### config.mk
export PLATFORM = sky130hd
export DESIGN_NAME = audio_cen_sched
export DESIGN_NICKNAME = d
export VERILOG_FILES = /design/src/rtl/audio_pkg.sv /design/src/rtl/audio_cen_tap.sv /design/src/rtl/audio_cen_sched.sv
export SDC_FILE = /design/constraint.sdc
export NUM_CORES = 1
export LEC_CHECK = 0
export CORE_MARGIN = 2
export CORE_UTILIZATION = 40
export CTS_BUF_LIST = sky130_fd_sc_hd__clkbuf_4 sky130_fd_sc_hd__clkbuf_8
export DETAILED_ROUTE_END_ITERATION = 16
export PLACE_DENSITY = 0.67
export SLEW_MARGIN = 20
export SYNTH_ARGS = -nofsm -noshare
export SYNTH_HDL_FRONTEND = slang
export SYNTH_SLANG_ARGS = --single-unit
### constraint.sdc
create_clock -name clk -period 8.9 [get_ports clk]
set_input_delay 1.78 -clock clk [delete_from_list [all_inputs] [get_ports clk]]
set_output_delay 1.78 -clock clk [all_outputs]
set_load 0.01 [all_outputs]
### src/rtl/audio_pkg.sv
// Shared constants and state encoding for the audio clock-enable scheduler.
package audio_pkg;

  localparam int unsigned FRAME_LEN = 15120;

  localparam int unsigned DIV_PSG_IN = 240;
  localparam int unsigned DIV_PSG_I1 = 48;
  localparam int unsigned DIV_PSG_D1 = 144;
  localparam int unsigned DIV_SMS_IN = 1080;
  localparam int unsigned DIV_SMS_I1 = 216;
  localparam int unsigned DIV_SMS_I2 = 72;
  localparam int unsigned DIV_SMS_D1 = 504;
  localparam int unsigned DIV_FM_IN  = 1008;
  localparam int unsigned DIV_FM_I1  = 252;
  localparam int unsigned DIV_FM_I2  = 63;
  localparam int unsigned DIV_FM_I3  = 9;

  localparam int unsigned NUM_TAPS  = 11;
  localparam int unsigned TAP_FM_IN = 7;

  // Tap order matches the strobe vector: psg[2:0], sms[6:3], fm[10:7].
  localparam int unsigned TAP_DIV [NUM_TAPS] = '{
    DIV_PSG_IN, DIV_PSG_I1, DIV_PSG_D1,
    DIV_SMS_IN, DIV_SMS_I1, DIV_SMS_I2, DIV_SMS_D1,
    DIV_FM_IN, DIV_FM_I1, DIV_FM_I2, DIV_FM_I3
  };

  typedef enum logic [1:0] {
    ST_IDLE,
    ST_CLEAR,
    ST_RUN
  } state_t;

endpackage

### src/rtl/audio_cen_tap.sv
// One divider tap: down-counter reloaded at frame start; tick flags that the
// upcoming phase is a multiple of DIV so the parent can register its strobe.
module audio_cen_tap #(
  parameter int unsigned DIV = 9
) (
  input  logic clk,
  input  logic reset,
  input  logic run,
  input  logic start,
  output logic tick
);

  localparam int unsigned W = (DIV > 1) ? $clog2(DIV) : 1;

  logic [W-1:0] cnt;

  assign tick = run & (start | (cnt == '0));

  always_ff @(posedge clk or posedge reset) begin
    if (reset) begin
      cnt <= W'(DIV - 1);
    end else if (!run || start || (cnt == '0)) begin
      cnt <= W'(DIV - 1);
    end else begin
      cnt <= cnt - 1'b1;
    end
  end

endmodule

### src/rtl/audio_cen_sched.sv
// Audio clock-enable scheduler: IDLE/CLEAR/RUN sequencer with a master phase
// counter and eleven phase-aligned, enable-gated divider strobes.
module audio_cen_sched #(
  parameter int unsigned CLR_CYCLES = 16,
  parameter int unsigned FRAME_LEN  = audio_pkg::FRAME_LEN
) (
  input  logic        clk,
  input  logic        reset,
  input  logic        run_req,
  input  logic        psg_en,
  input  logic        smsfm_en,
  input  logic        fm_en,
  output logic        cen_psg_in,
  output logic        cen_psg_i1,
  output logic        cen_psg_d1,
  output logic        cen_sms_in,
  output logic        cen_sms_i1,
  output logic        cen_sms_i2,
  output logic        cen_sms_d1,
  output logic        cen_fm_in,
  output logic        cen_fm_i1,
  output logic        cen_fm_i2,
  output logic        cen_fm_i3,
  output logic        filt_clr,
  output logic        frame,
  output logic        busy,
  output logic [13:0] phase
);

  import audio_pkg::*;

  localparam int unsigned CW = (CLR_CYCLES > 1) ? $clog2(CLR_CYCLES) : 1;

  state_t               state;
  state_t               state_nxt;
  logic [13:0]          phase_nxt;
  logic [CW-1:0]        clr_cnt;
  logic                 psg_g, sms_g, fm_g;
  logic                 psg_gn, sms_gn, fm_gn;
  logic                 run, start, samp;
  logic [NUM_TAPS-1:0]  tick;
  logic [NUM_TAPS-1:0]  gate;
  logic [NUM_TAPS-1:0]  cen;

  always_comb begin
    state_nxt = state;
    phase_nxt = '0;
    unique case (state)
      ST_IDLE:  if (run_req) state_nxt = ST_CLEAR;
      ST_CLEAR: if (clr_cnt == CW'(CLR_CYCLES - 1)) state_nxt = ST_RUN;
      ST_RUN: begin
        if (phase == 14'(FRAME_LEN - 1)) begin
          if (!run_req) state_nxt = ST_IDLE;
        end else begin
          phase_nxt = phase + 14'd1;
        end
      end
      default:  state_nxt = ST_IDLE;
    endcase
  end

  // Strobes are registered, so taps and gates are evaluated for the next phase.
  assign run   = (state_nxt == ST_RUN);
  assign start = run && (phase_nxt == '0);
  assign samp  = tick[TAP_FM_IN];

  assign psg_gn = samp ? psg_en   : psg_g;
  assign sms_gn = samp ? smsfm_en : sms_g;
  assign fm_gn  = samp ? fm_en    : fm_g;

  // The mix path runs on the FM chain, so any active source keeps FM strobing.
  assign gate = {{4{fm_gn | psg_gn | sms_gn}}, {4{sms_gn}}, {3{psg_gn}}};

  for (genvar i = 0; i < NUM_TAPS; i++) begin : g_tap
    audio_cen_tap #(.DIV(TAP_DIV[i])) u_tap (
      .clk   (clk),
      .reset (reset),
      .run   (run),
      .start (start),
      .tick  (tick[i])
    );
  end

  always_ff @(posedge clk or posedge reset) begin
    if (reset) begin
      state    <= ST_IDLE;
      phase    <= '0;
      clr_cnt  <= '0;
      psg_g    <= 1'b0;
      sms_g    <= 1'b0;
      fm_g     <= 1'b0;
      cen      <= '0;
      frame    <= 1'b0;
      busy     <= 1'b0;
      filt_clr <= 1'b1;
    end else begin
      state    <= state_nxt;
      phase    <= phase_nxt;
      clr_cnt  <= (state == ST_CLEAR) ? clr_cnt + 1'b1 : '0;
      psg_g    <= psg_gn;
      sms_g    <= sms_gn;
      fm_g     <= fm_gn;
      cen      <= tick & gate;
      frame    <= start;
      busy     <= (state_nxt != ST_IDLE);
      filt_clr <= !run;
    end
  end

  assign cen_psg_in = cen[0];
  assign cen_psg_i1 = cen[1];
  assign cen_psg_d1 = cen[2];
  assign cen_sms_in = cen[3];
  assign cen_sms_i1 = cen[4];
  assign cen_sms_i2 = cen[5];
  assign cen_sms_d1 = cen[6];
  assign cen_fm_in  = cen[7];
  assign cen_fm_i1  = cen[8];
  assign cen_fm_i2  = cen[9];
  assign cen_fm_i3  = cen[10];

endmodule

==> results.json <==
{
  "switching_share": 0.3340,
  "wl_um": 10730,
  "wire_per_inst_um": 13.51,
  "syn_area_um2": 5794,
  "p_switching_mw": 0.7233,
  "path_class": "reg -> out",
  "required_ps": 7120,
  "fill_cells": 1299,
  "setup_viol": 0,
  "cts_tree": "yes",
  "cap_violations": 0,
  "die_x_um": 124.4,
  "cts_made_buffers": 17,
  "rows": 43,
  "hold_violations": 0,
  "hold_path_class": "reg -> reg",
  "slew-limit-headroom": 0.3578,
  "postCtsHoldBufs": 0,
  "period_needed_ps": 3361,
  "nets": 627,
  "htree_num_levels": 4,
  "async_reset_ff_frac": 1.000,
  "cp_top_family": "buffers and inverters",
  "area_delta_synth_final_pct": 15.87,
  "yosys.area.top_type": "dfstp_2",
  "endpoint_kind": "primary output",
  "insertedDiodeCount": 0,
  "grt_antenna_before_repair": 0,
  "setup_tns_ps": 0,
  "synthesis.nets": 585,
  "cts_setup_buffers": 0,
  "grt_overflow_total": 0,
  "track_usage": 0.1457,
  "cp_max_fo": 8,
  "synth.avg_cell_area_um2": 10.37,
  "yosys_register_bits": 122,
  "syn_inst": 559,
  "rsz0062_at_grt": "false",
  "slew_viol_final": 0,
  "drtIter0Drc": 208,
  "layout-drive-gt1-share": 0.1759,
  "finClkSkew_ps": 13.05,
  "final_cells": 794,
  "worstPathArrival_ps": 1580,
  "vias": 3915,
  "synthTopCellsByArea": "dfstp_2 29%, dfrtp_1 25%, nand2_1 5.8%, xor2_1 5.4%, xnor2_1 5.3%",
  "min_period_over_period": 0.3776,
  "p_per_area_nw_per_um2": 322.6,
  "synth_warnings": 0,
  "grt_pass1_vias": 3897,
  "core_area_um2": 13990,
  "ir_worst_vdd_v": 0.0001457,
  "dieHeight_um": 124.4,
  "cts.sinks": 122,
  "critPathLaunchType": "flop",
  "synth_top_area_frac": 0.2902,
  "drt-vias-per-instance": 4.931,
  "cts_buffer_depth": 2,
  "firstDrtPassIters": 5,
  "clock_latency_ps": 440,
  "run_status": "finished clean",
  "power.internal_mw": 1.443,
  "synth.most_common_cell": "nand2_1",
  "numPlacedInstances": 762,
  "grt_pass1_wl_um": 18350,
  "max_freq_mhz": 297.5,
  "pwr-share-clk": 0.227,
  "dp_hpwl_um": 7436,
  "clkTransAtPathRegs_ps": 60,
  "io_pins": 34,
  "ys_dominant_reg_cell": "dfstp_2",
  "ant_nets": 0,
  "drc": 0,
  "crit_buf_inv": 1,
  "pwr-share-comb": 0.306,
  "initial_core_util": 0.4142,
  "grt_max_degree": 76,
  "synth-seq-area-share": 0.5407,
  "crit_chain": "clkdlybuf4s50_1",
  "ys_top_cells_by_count": "90 x nand2_1, 66 x nor2_1, 64 x dfstp_2",
  "fin_util": 0.4800,
  "synth_cell_types": 52,
  "dieArea_um2": 15460,
  "slowest_stage": "clkdlybuf4s50_1",
  "power_frac_seq": 0.467,
  "cts_root_buffer": "clkbuf_8",
  "tightest_slew_ps": 960.1,
  "p_leak_nw": 2.945,
  "synth_edf_count": 0,
  "gp_congestion": 0.8313,
  "slowest_delay_ps": 610,
  "cts-resized-gates": 0,
  "portBuffers": 33
}
## logic make-up (layout without fill, tap and decap cells)
| logic type | Yosys count | count (layout) | share of synthesized area |
|---|---|---|---|
| buffers and inverters | 43 | 98 | 0.03131 |
| AOI/OAI and AO/OA | 32 | 32 | 0.04297 |
| and+or+nand+nor | 267 | 267 | 0.2270 |
| xor gates and xnor gates | 71 | 71 | 0.1073 |
| DFF | 122 | 122 | 0.5407 |
| muxes | 4 | 4 | 0.007557 |
| adders and majority gates | 20 | 20 | 0.04319 |
## power by group through the flow
stage / registers [mW] / logic, mW / clock network [mW]
3_5_place_dp: 1.02 / 0.672 / 0
3_3_place_gp: 1.01 / 0.638 / 0
5_1_grt: 1.04 / 0.766 / 0.536
2_1_floorplan: 0.982 / 0.512 / 0
4_1_cts: 1.01 / 0.677 / 0.507
6_report: 1.01 / 0.663 / 0.491
## worst reg2reg max path, cell delays in order, from the launching register on
cell	delay, ps
dfrtp_1	490
or4b_1	590
o41ai_4	900
nand2_1	350
inv_2	200
nor2_1	110
mux2_1	320
## worst paths after layout
path | from | endpoint | slack, ps | cells after the start
worst max register to register | phase[7] | fm_g | 5830 | 6
min in group asynchronous | reset | g_tap[0].u_tap.cnt[4] | 1760 | 2
worst min register to register | g_tap[1].u_tap.cnt[0] | g_tap[1].u_tap.cnt[0] | 460 | 1
max in group asynchronous | reset | g_tap[8].u_tap.cnt[2] | 5810 | 3
worst max-delay path | phase[8] | phase[8] | 5540 | 1
worst min-delay path | g_tap[1].u_tap.cnt[0] | g_tap[1].u_tap.cnt[0] | 460 | 1
## routing by layer
metal,wire length (um),vias up,track usage,share of wire
met5,0,-,0,0
met4,140,0,0.05684,0.013
met3,444,12,0.04811,0.041
met2,5220,58,0.2321,0.49
met1,4919,1920,0.1838,0.46
li1,-,1925,-,-
## sequential cells by signal (all words and copies together), names as in the netlist
name and cells:
filt_clr 1, frame 1, cen 11, sms_g 1, phase 14, g_tap.u_tap.cnt 85
clr_cnt 4, fm_g 1, state 2, psg_g 1, busy 1
## cell type report
class / instances / area [um^2] / share of cell area
clock buffer: 25 / 312.8 / 0.04659
clock inverter: 7 / 91.34 / 0.01360
inverter: 30 / 115.1 / 0.01714
multi-input combinational: 394 / 2484 / 0.3699
sequential: 122 / 3133 / 0.4666
tap: 180 / 225.2 / 0.03354
timing repair buffer: 36 / 352.8 / 0.05255
## through the flow
stage | total power, mW | cell area [um^2] | setup WS [ps] | hold slack [ps]
after detailed placement | 1.691 | 6310 | 5241 | 444.4
after floorplan | 1.494 | 5794 | 3983 | 428.1
final | 2.166 | 6714 | 5539 | 458.5
after CTS | 2.196 | 6714 | 5523 | 460.6
after global routing | 2.344 | 6714 | 5475 | 466.8
after global placement | 1.646 | 6310 | 5314 | 437.0
## placed cells by master (no fill, tap or decap), types with 4 or more instances in the layout
master,count
o2bb2ai_1,5
nand2_1,90
xnor2_1,35
dfrtp_1,58
and2_1,12
clkbuf_8,20
nor4b_1,4
clkdlybuf4s50_1,33
inv_1,28
xor2_1,36
and3_1,13
nand3_1,8
nor2b_1,4
nor2_1,66
dfstp_2,64
nor3_1,18
clkbuf_4,5
or4_1,4
nand2b_1,8
nand4_1,5
ha_1,20
nor4_1,7
o21ai_0,9
nand3b_1,11
Note: power is estimated with default switching activity, not from simulation.
